## src/rtl/tx_pkg.sv

```systemverilog
// rtl/tx_pkg.sv - shared state type and line levels for the framed serial transmitter
package tx_pkg;

  typedef enum logic [2:0] {
    IDLE,
    START,
    DATA,
    PARITY,
    STOP
  } tx_state_e;

  localparam logic IDLE_LEVEL  = 1'b1;
  localparam logic START_LEVEL = 1'b0;
  localparam logic STOP_LEVEL  = 1'b1;

endpackage

```

## src/rtl/piso_tx4_if.sv

```systemverilog
// rtl/piso_tx4_if.sv - load handshake and serial line bundle for piso_tx4
interface piso_tx4_if #(
  parameter int WIDTH = 4
);

  logic             Load;
  logic [WIDTH-1:0] Din;
  logic             Ready;
  logic             Sout;
  logic             Busy;
  logic             Done;

  // Datapath side: offers words, watches the frame status
  modport master (
    output Load,
    output Din,
    input  Ready,
    input  Sout,
    input  Busy,
    input  Done
  );

  // Transmitter side
  modport slave (
    input  Load,
    input  Din,
    output Ready,
    output Sout,
    output Busy,
    output Done
  );

endinterface

```

## src/rtl/piso_shift.sv

```systemverilog
// rtl/piso_shift.sv - WIDTH-bit load/shift-right register with LSB serial output
module piso_shift #(
  parameter int WIDTH = 4
) (
  input  logic             clk_i,
  input  logic             rst_ni,
  input  logic             load_i,
  input  logic             shift_i,
  input  logic [WIDTH-1:0] din_i,
  output logic             sout_o
);

  logic [WIDTH-1:0] shift_q;
  logic [WIDTH-1:0] shift_d;

  // Load has priority over shift so a back-to-back word never loses its LSB
  always_comb begin
    shift_d = shift_q;
    if (load_i) begin
      shift_d = din_i;
    end else if (shift_i) begin
      shift_d = {1'b0, shift_q[WIDTH-1:1]};
    end
  end

  // Register with asynchronous clear
  always_ff @(posedge clk_i or negedge rst_ni) begin
    if (!rst_ni) begin
      shift_q <= '0;
    end else begin
      shift_q <= shift_d;
    end
  end

  assign sout_o = shift_q[0];

endmodule

```

## src/rtl/piso_tx4.sv

```systemverilog
// rtl/piso_tx4.sv - framed PISO transmitter (start, data LSB first, optional even parity via PISO_TX4_PARITY_EN, stop)
module piso_tx4
  import tx_pkg::*;
#(
  parameter int WIDTH = 4
) (
  input  logic     Clk,
  input  logic     Rn,
  piso_tx4_if.slave bus
);

  localparam int              CW       = $clog2(WIDTH + 1);
  localparam logic [CW-1:0]   LAST_BIT = CW'(WIDTH - 1);

  tx_state_e     state_q;
  logic [CW-1:0] cnt_q;
  logic          sout_q;
  logic          ready_q;
  logic          busy_q;
  logic          done_q;
`ifdef PISO_TX4_PARITY_EN
  logic          par_q;
`endif

  logic accept;
  logic shift_en;
  logic shift_lsb;

  // Ready is a registered decode, so acceptance only depends on Load combinationally
  assign accept   = ready_q & bus.Load;
  // The register advances on the START exit edge too, so that it always holds the next bit to send
  assign shift_en = (state_q == START) || (state_q == DATA);

  piso_shift #(
    .WIDTH (WIDTH)
  ) u_shift (
    .clk_i   (Clk),
    .rst_ni  (Rn),
    .load_i  (accept),
    .shift_i (shift_en),
    .din_i   (bus.Din),
    .sout_o  (shift_lsb)
  );

  // Frame sequencer: state, bit counter, parity and all registered line/status outputs
  always_ff @(posedge Clk or negedge Rn) begin
    if (!Rn) begin
      state_q <= IDLE;
      cnt_q   <= '0;
      sout_q  <= IDLE_LEVEL;
      ready_q <= 1'b1;
      busy_q  <= 1'b0;
      done_q  <= 1'b0;
`ifdef PISO_TX4_PARITY_EN
      par_q   <= 1'b0;
`endif
    end else begin
      case (state_q)
        IDLE, STOP: begin
          if (accept) begin
            state_q <= START;
            cnt_q   <= '0;
            sout_q  <= START_LEVEL;
            ready_q <= 1'b0;
            busy_q  <= 1'b1;
            done_q  <= 1'b0;
`ifdef PISO_TX4_PARITY_EN
            par_q   <= 1'b0;
`endif
          end else begin
            state_q <= IDLE;
            sout_q  <= IDLE_LEVEL;
            ready_q <= 1'b1;
            busy_q  <= 1'b0;
            done_q  <= 1'b0;
          end
        end

        START: begin
          state_q <= DATA;
          cnt_q   <= '0;
          sout_q  <= shift_lsb;
`ifdef PISO_TX4_PARITY_EN
          par_q   <= shift_lsb;
`endif
        end

        DATA: begin
          cnt_q <= cnt_q + 1'b1;
          if (cnt_q == LAST_BIT) begin
`ifdef PISO_TX4_PARITY_EN
            state_q <= PARITY;
            sout_q  <= par_q;
`else
            state_q <= STOP;
            sout_q  <= STOP_LEVEL;
            ready_q <= 1'b1;
            done_q  <= 1'b1;
`endif
          end else begin
            sout_q <= shift_lsb;
`ifdef PISO_TX4_PARITY_EN
            par_q  <= par_q ^ shift_lsb;
`endif
          end
        end

`ifdef PISO_TX4_PARITY_EN
        PARITY: begin
          state_q <= STOP;
          sout_q  <= STOP_LEVEL;
          ready_q <= 1'b1;
          done_q  <= 1'b1;
        end
`endif

        // Unreachable encodings (and PARITY when it is not built) fall back to a quiet line
        default: begin
          state_q <= IDLE;
          sout_q  <= IDLE_LEVEL;
          ready_q <= 1'b1;
          busy_q  <= 1'b0;
          done_q  <= 1'b0;
        end
      endcase
    end
  end

  assign bus.Sout  = sout_q;
  assign bus.Ready = ready_q;
  assign bus.Busy  = busy_q;
  assign bus.Done  = done_q;

endmodule

```

## src/flat_wrapper.sv

```systemverilog
// flat-port wrapper written by rule: the top's interface ports become plain ports
module piso_tx4_flat import tx_pkg::*;
#(
  parameter int WIDTH = 4
)
  (Clk, Rn, bus_Load, bus_Din, bus_Ready, bus_Sout, bus_Busy, bus_Done);
  piso_tx4_if #(.WIDTH(WIDTH)) bus_i ();
  input  logic Clk;
  input  logic Rn;
  input wire logic [$bits(bus_i.Load)-1:0] bus_Load;
  input wire logic [$bits(bus_i.Din)-1:0] bus_Din;
  output wire logic [$bits(bus_i.Ready)-1:0] bus_Ready;
  output wire logic [$bits(bus_i.Sout)-1:0] bus_Sout;
  output wire logic [$bits(bus_i.Busy)-1:0] bus_Busy;
  output wire logic [$bits(bus_i.Done)-1:0] bus_Done;
  assign bus_i.Load = bus_Load;
  assign bus_i.Din = bus_Din;
  assign bus_Ready = bus_i.Ready;
  assign bus_Sout = bus_i.Sout;
  assign bus_Busy = bus_i.Busy;
  assign bus_Done = bus_i.Done;
  piso_tx4 #(.WIDTH(WIDTH)) u_core (.Clk(Clk), .Rn(Rn), .bus(bus_i));
endmodule
```

## config.mk

```make
export PLATFORM = sky130hd
export DESIGN_NAME = piso_tx4_flat
export DESIGN_NICKNAME = d
export VERILOG_FILES = /design/src/rtl/tx_pkg.sv /design/src/rtl/piso_tx4_if.sv /design/src/rtl/piso_shift.sv /design/src/rtl/piso_tx4.sv /design/src/flat_wrapper.sv
export SDC_FILE = /design/constraint.sdc
export NUM_CORES = 1
export LEC_CHECK = 0
export ABC_AREA = 1
export CAP_MARGIN = 10
export CORE_MARGIN = 8
export CORE_UTILIZATION = 45
export CTS_CLUSTER_DIAMETER = 100
export DETAILED_ROUTE_END_ITERATION = 7
export HOLD_SLACK_MARGIN = 0.05
export PLACE_DENSITY = 0.71
export SYNTH_ARGS = -nofsm -noshare
export SYNTH_HDL_FRONTEND = slang
export SYNTH_SLANG_ARGS = --single-unit
```

## constraint.sdc

```tcl
create_clock -name Clk -period 1.4 [get_ports Clk]
set_clock_uncertainty 0.2 [all_clocks]
set_input_delay 0.28 -clock Clk [delete_from_list [all_inputs] [get_ports Clk]]
set_output_delay 0.28 -clock Clk [all_outputs]
set_load 0.05 [all_outputs]
```

**Word level (Yosys, flattened, before mapping)**

Cells that the tools add are included.

- Bits in registers: 14
- Input bits: 7
- Output and inout bits: 4
- Word-level logic and storage cells: 39

- Add/subtract/negate cells: 1
- Equality and inequality tests: 6
- Multiplexer cells: 15
- Bitwise operators: 2
- Reduce and logical (&&, ||, !) cells: 8

Operators with widths:

| operator | number |
|---|---|
| 3-bit one-hot mux with 3 select lines | 2 |
| 4-bit 2-to-1 mux | 2 |
| 3-bit by 2-bit equality test with 1-bit output (second input constant) | 2 |
| 3-bit 2-to-1 mux | 2 |
| 1-bit one-hot mux with 3 select lines | 2 |
| 1-bit 2-to-1 mux | 5 |
| 1-bit one-hot mux with 2 select lines | 2 |
| 2-bit AND reduction | 2 |
| 2-bit OR reduction | 2 |
| 3-bit by 1-bit adder with 3-bit output (second input constant) | 1 |
| 3-bit by 1-bit equality test with 1-bit output (second input constant) | 1 |
| 3-bit equality test (second input constant) | 1 |
| 3-bit zero test | 1 |
| 3-bit nonzero test | 1 |
| 2-bit by 1-bit inequality test with 1-bit output (second input constant) | 1 |
| 2-bit inequality test (second input constant) | 1 |
| 2-bit nonzero test | 1 |
| 1-bit bitwise AND | 1 |
| 1-bit logical OR | 1 |
| 1-bit inverter | 1 |

**Logic depth before layout (Yosys ltp)**

Gate-level depths: netlist of run 1.

- Depth in word-level cells: 4
- Mapped depth: 7
- Mapped depth without buffers: 7

**Cells and area by module**

A second synthesis of run 1 with hierarchy kept.

- Cells, all modules: 72
- Area, all modules: 665.6 um^2

Modules (own cells, without submodules):

| module | instances | cells each | area an instance (um^2) | seq. area each (um^2) |
|---|---|---|---|---|
| piso_tx4 | 1 | 51 | 491.7 | 252.7 |
| piso_shift | 1 | 21 | 173.9 | 100.1 |

**Worst setup path after synthesis of run 1**

No wires, ideal clock.

- Path kind: reg2reg
- From: register u_core.ready_q (netlist: u_core.bus.Ready)
- To: register u_core.cnt_q[0]
- Setup time: 0.118 ns
- Arrival: 1.178 ns
- Data required time: 1.082 ns
- Slack: -0.097 ns
- Cell stages (with the launch flop): 6
- Path buffers: 0
- Clock period less this slack: 1.497 ns
- Cell sequence: dfstp_2 -> nand2_2 -> inv_2 -> nand2_1 -> nand4_1 -> nand2_1

- Cells in the longest elaborated chain, start to end: 3

Ends and longest elaborated chain:

| item | RTL line | RTL |
|---|---|---|
| start: declaration | piso_tx4.sv:18 | `logic ready_q;` |
| start signal: assignment | piso_tx4.sv:51 | `ready_q <= 1'b1;` |
| start signal: assignment | piso_tx4.sv:64 | `ready_q <= 1'b0;` |
| start signal: assignment | piso_tx4.sv:73 | `ready_q <= 1'b1;` |
| 1-bit bitwise AND | piso_tx4.sv:30 | `assign accept = ready_q & bus.Load;` |
| 2-bit by 1-bit inequality test with 1-bit output (no line) | - |  |
| 2-bit AND reduction (no line) | - |  |
| end signal: assignment | piso_tx4.sv:89 | `cnt_q <= cnt_q + 1'b1;` |
| end: declaration | piso_tx4.sv:16 | `logic [CW-1:0] cnt_q;` |

No other way between the ends.
A chain may end at the register's enable or synchronous reset.

**Final worst setup path of run 1**

- From: register u_core.ready_q (netlist: u_core.bus.Ready)
- To: output bus_Ready

RTL lines:

| item | RTL line | RTL |
|---|---|---|
| end: declaration | flat_wrapper.sv:12 | `output wire logic [$bits(bus_i.Ready)-1:0] bus_Ready;` |

No word-level cell between the ends.

==> results of run 1 <==
-- what timing repair did --
action                                 CTS  global route
setup buffers                            1             1
resized for setup                        2             4
endpoints found under the hold margin    0             0
pin swaps                                3             1
setup endpoints to repair                3            12
-- report_power, final --
group / internal, mW / switching [mW]
Clock: 0.158 / 0.136
Sequential: 0.582 / 0.100
Combinational: 0.481 / 0.638
-- path summary, 6_finish.rpt --
kind	startpoint	to	slack (ps)	depth (start not counted)
max in group asynchronous	Rn	u_core.bus.Sout	670	2
worst max-delay path	u_core.bus.Ready	bus_Ready	-70	1
worst min-delay path	Rn	u_core.bus.Done	90	2
min in group Clk	u_core.u_shift.shift_q[0]	u_core.bus.Sout	310	2
worst min register to register	u_core.u_shift.shift_q[0]	u_core.bus.Sout	310	2
worst max register to register	u_core.bus.Ready	u_core.cnt_q[1]	-10	6
-- metrics by stage --
stage / instance area (sq um) / cells / setup TNS [ps] / setup WS [ps]
3_3_place_gp: 859.6 / 106 / -557.0 / -85.22
4_1_cts: 918.4 / 111 / -127.6 / -71.48
3_5_place_dp: 859.6 / 106 / -661.8 / -95.66
5_1_grt: 940.9 / 112 / -432.4 / -102.5
6_report: 940.9 / 112 / -123.4 / -66.71
2_1_floorplan: 691.9 / 78 / -7.322 / -2.441
-- cell usage after synthesis --
cell type,count
nor2_1,2
inv_2,2
nand2_1,28
or2_2,1
buf_6,2
nand3b_1,1
nand2_2,1
nor2_2,1
dfrtp_1,12
ha_1,2
or2_0,1
nand4_1,6
dfstp_2,2
inv_1,9
nand3_1,6
nand3_2,2
-- state kept, by name (all words and copies together) (netlist names) --
register / flops
u_core.u_shift.shift_q: 4
u_core.bus.Sout: 1
u_core.cnt_q: 3
u_core.bus.Busy: 1
u_core.bus.Ready: 1
u_core.bus.Done: 1
u_core.state_q: 3
-- routing by layer --
layer | part of all wire (%) | up-vias
li1 | - | 281
met1 | 43 | 268
met2 | 50 | 10
met3 | 4.5 | 5
met4 | 2.5 | 0
met5 | 0 | -
-- logic make-up (layout without fill, tap and decap cells) --
logic type | count (synthesis) | count (layout) | synth area share (%)
and+or+nand+nor | 49 | 49 | 34.51
DFF | 14 | 14 | 52.32
buffers and inverters | 13 | 31 | 9.462
adders and majority gates | 2 | 2 | 3.710
-- layout make-up --
class / instances / area (sq um)
fillers: 113 / 513.0
flip-flops and latches: 14 / 352.8
multi-input cells: 51 / 302.8
repair buffers: 16 / 185.2
inverters: 11 / 43.79
clock buffers: 4 / 36.28
well taps: 16 / 20.02
==> flow_summary.yaml, run 1 <==
routing:
  detail_route.vias_per_cell: 5.036
  drc: 0
  ant_nets: 0
  wl_microns: 1456
  routedWlPerCell_microns: 13.00
  drtIter0Drc: 14
  num_vias: 564
  first_pass_iters: 4
timing:
  min_period_ps: 1467
  rsz0062_at_grt: "true"
  slew_headroom_pct: 82.49
  fin_ws_ps: -66.71
  finalHoldViolations: 0
  report.final.slew_viol_count: 0
  final-setup-viol-count: 3
  holdWs_ps: 94.03
  timing.fmax_mhz: 681.8
  finalCritPeriodShare_pct: 104.8
  worst_pin_slew_ps: 262.3
floorplan:
  core_region_area_sq_um: 1454
  die_y_microns: 54.71
  io_pins: 11
  rows: 14
  die_w_microns: 54.71
  dieArea_sq_um: 2993
  initial_core_util_pct: 46.39
final_layout:
  drive_gt1_share_pct: 31.25
  final_nets: 106
  final_cell_mix: "25 x nand2_1, 12 x dfrtp_1, 9 x inv_1"
  diodes: 0
  area_growth_pct: 39.52
  final_util_pct: 64.72
  layout_commonest_cell: "nand2_1"
synthesis:
  ys_types: 16
  netlist_area_sq_um: 674.4
  ys_ff_latch: 14
  yosysSeqAreaShare_pct: 52.32
  netlist.area_leader.share_pct: 44.53
  yosysTopAreaCell: "dfrtp_1"
  synth_nets: 87
  synthCells: 78
  synth.yosys.warnings: 0
  netlist_top_cells_area: "dfrtp_1 45%, nand2_1 16%, dfstp_2 7.8%"
  avgSynthCellArea_sq_um: 8.646
placement:
  portBuffers: 10
  gp_congestion: 0.7458
  hpwl_microns: 921.5
clock_network:
  clk_latency_ps: 280
  cts.sinks: 14
  cts-hold-fix-buffers: 0
  cts_tree: "yes"
  cts-root-buf: "clkbuf_4"
  cts_max_path_buffers: 2
  h-tree-depth: 1
  path_clk_slew_ps: 80
  cts_buffers: 3
global_routing:
  antenna_found_initial: 0
  use_met1_pct: 12.04
  busiest_layer: "met2"
  grt_pass1_vias: 556
  grt_start_max_net_pins: 15
  grt_first_pass_wirelength_microns: 2332
  groute.layer.met2.usage_pct: 16.79
  grt-ovfl-total: 0
  grt_use_met3_pct: 3.804
  grt_use_total_pct: 10.78
power_and_ir_drop:
  fin_total_pwr_mw: 2.097
  peakVddDrop_mv: 1.146
  p_leak_nw: 0.5033
  power_density_nw_per_um2: 2228
worst_setup_path:
  worstPathMaxFanout: 2
  crit_family: "flip-flops"
  worst_ep_required_time_ps: 920
  worstSetupStartpointType: "flip-flop"
  arrival_ps: 990
  crit_path_end_kind: "output pin"
  crit_type: "flip-flop to output pin"
  crit_buf_inv: 1
  crit_chain: "buf_12"
  critical-path-slowest-cell: "dfstp_2"
  crit_path_max_incr_delay_ps: 560
worst_hold_path:
  hold_path.class: "input pin to asynchronous set/reset pin"
job:
  max_cap_viol_count: 0
run_status:
  violations: "negative setup slack"
  outcome: "finished with violations"
No activity file was read; power rests on OpenSTA's default activity.
==> run 2, diff against run 1 <==
--- a/config.mk
+++ b/config.mk
@@ -7,12 +7,15 @@
 export LEC_CHECK = 0
 export ABC_AREA = 1
 export CAP_MARGIN = 10
+export CELL_PAD_IN_SITES_DETAIL_PLACEMENT = 1
+export CELL_PAD_IN_SITES_GLOBAL_PLACEMENT = 1
 export CORE_MARGIN = 8
-export CORE_UTILIZATION = 45
+export CORE_UTILIZATION = 33
 export CTS_CLUSTER_DIAMETER = 100
 export DETAILED_ROUTE_END_ITERATION = 7
 export HOLD_SLACK_MARGIN = 0.05
-export PLACE_DENSITY = 0.71
+export PLACE_DENSITY = 0.69
 export SYNTH_ARGS = -nofsm -noshare
 export SYNTH_HDL_FRONTEND = slang
 export SYNTH_SLANG_ARGS = --single-unit
+export TNS_END_PERCENT = 30
==> run 2 against run 1 <==
The run still ends with negative setup slack left. Count of clock-buffer cells in the layout is 1 lower. Power shrank 0.72%. Combinational power increased by 4%. Design area increased by 2.4%. Critical path depth unchanged. Register-to-register slack barely moved. Largest power group unchanged. Via count grew 2.1%. Setup slack worse by 3.8 ps. Die area up 25%. Final cell count is 13% higher. Wire length rose by 9.4%.
==> flow_summary.yaml, run 2 (synthesized netlist as in run 1, its figures left out) <==
run_status:
  outcome: "finished with violations"
  violations: "negative setup slack"
timing:
  min_period_ps: 1471
  finalHoldViolations: 0
  holdWs_ps: 115.4
  finalCritPeriodShare_pct: 105.0
  final-setup-viol-count: 4
  rsz0062_at_grt: "true"
  slew_headroom_pct: 86.08
  fin_ws_ps: -70.51
  worst_pin_slew_ps: 208.1
  report.final.slew_viol_count: 0
  timing.fmax_mhz: 680.0
routing:
  wl_microns: 1593
  detail_route.vias_per_cell: 4.571
  drc: 0
  first_pass_iters: 3
  wl_met1_microns: 721
  wl_met3_microns: 90
  routedWlPerCell_microns: 12.64
  num_vias: 576
  ant_nets: 0
  highest_layer: "met4"
  drtIter0Drc: 3
  dr_wl_met2_microns: 773
worst_setup_path:
  arrival_ps: 990
  worst_ep_required_time_ps: 920
  worstPathMaxFanout: 2
  critical-path-slowest-cell: "dfstp_2"
  crit_path_max_incr_delay_ps: 580
  crit_path_end_kind: "output pin"
  crit_type: "flip-flop to output pin"
  crit_family: "flip-flops"
  crit_chain: "buf_12"
  crit_buf_inv: 1
  worstSetupStartpointType: "flip-flop"
global_routing:
  grt_first_pass_wirelength_microns: 2760
  grt_use_total_pct: 10.03
  grt_pass1_vias: 619
  grt-ovfl-total: 0
  antenna_found_initial: 0
  grt_start_max_net_pins: 15
final_layout:
  largest-register: "u_core.u_shift.shift_q"
  reg_top3: "u_core.u_shift.shift_q: 4 flops, u_core.cnt_q: 3 flops, u_core.state_q: 3 flops"
  largest_register_ff_count: 4
  final_cell_mix: "26 x nand2_1, 12 x dfrtp_1, 9 x inv_1, 9 x buf_4"
  layout_commonest_cell: "nand2_1"
  area_growth_pct: 42.86
  diodes: 0
  final_nets: 110
  drive_gt1_share_pct: 30.30
clock_network:
  cts_buffers: 3
  h-tree-depth: 1
  cts-root-buf: "clkbuf_4"
  cts.sinks: 14
  cts-hold-fix-buffers: 0
  cts_max_path_buffers: 2
  path_clk_slew_ps: 80
  cts_tree: "yes"
  clk_latency_ps: 270
floorplan:
  dieArea_sq_um: 3746
  die_y_microns: 61.21
  initial_core_util_pct: 34.73
  io_pins: 11
  core_region_area_sq_um: 1942
  die_w_microns: 61.21
  rows: 16
placement:
  portBuffers: 10
  dp_slack_ps: -132.3
  hpwl_microns: 1247
  gp_congestion: 0.7490
power_and_ir_drop:
  peakVddDrop_mv: 0.9802
  fin_total_pwr_mw: 2.081
  power_density_nw_per_um2: 2160
  p_leak_nw: 0.5152
worst_hold_path:
  hold_path.class: "input pin to asynchronous set/reset pin"
job:
  max_cap_viol_count: 0
-- run 2: layout make-up --
class | count | area (sq um)
Multi-Input combinational cell | 51 | 282.8
Clock buffer | 3 | 22.52
Fill cell | 239 | 978.4
Tap cell | 27 | 33.78
Sequential cell | 14 | 352.8
Timing Repair Buffer | 20 | 227.7
Inverter | 11 | 43.79
-- run 2: layer usage --
layer,up-vias,GRT usage [%]
met3,2,3.340
li1,292,-
met4,0,5.980
met5,-,0
met1,275,11.59
met2,7,15.67
-- run 2: report_power, final --
group | switching (mW) | internal [mW] | total (mW)
Combinational | 0.621 | 0.536 | 1.16
Clock | 0.123 | 0.0995 | 0.223
Sequential | 0.118 | 0.583 | 0.701
-- run 2: path summary, 6_finish.rpt --
| path | slack, ps | startpoint | endpoint | cells past startpoint |
|---|---|---|---|---|
| worst max-delay path | -70 | u_core.bus.Ready | bus_Ready | 1 |
| worst max register to register | -10 | u_core.bus.Ready | u_core.cnt_q[0] | 6 |
| worst min-delay path | 120 | Rn | u_core.state_q[2] | 2 |
| min in group Clk | 310 | u_core.u_shift.shift_q[0] | u_core.bus.Sout | 2 |
| worst min register to register | 310 | u_core.u_shift.shift_q[0] | u_core.bus.Sout | 2 |
| max in group asynchronous | 640 | Rn | u_core.bus.Sout | 2 |
-- run 2: what timing repair did --
item,CTS,global route
setup endpoints to repair,8,12
setup buffers,4,0
pin swaps,3,0
resized for setup,2,1
-- run 2: per-stage QoR --
step	utilization, %	instance area, sq um	setup TNS, ps	cells
detailed placement	46.39	900.9	-773.6	119
global route	49.61	963.4	-628.1	126
finish	49.61	963.4	-116.5	126
CTS	49.48	960.9	-150.2	126
global placement	46.39	900.9	-614.3	119
floorplan	-	691.9	-7.322	78
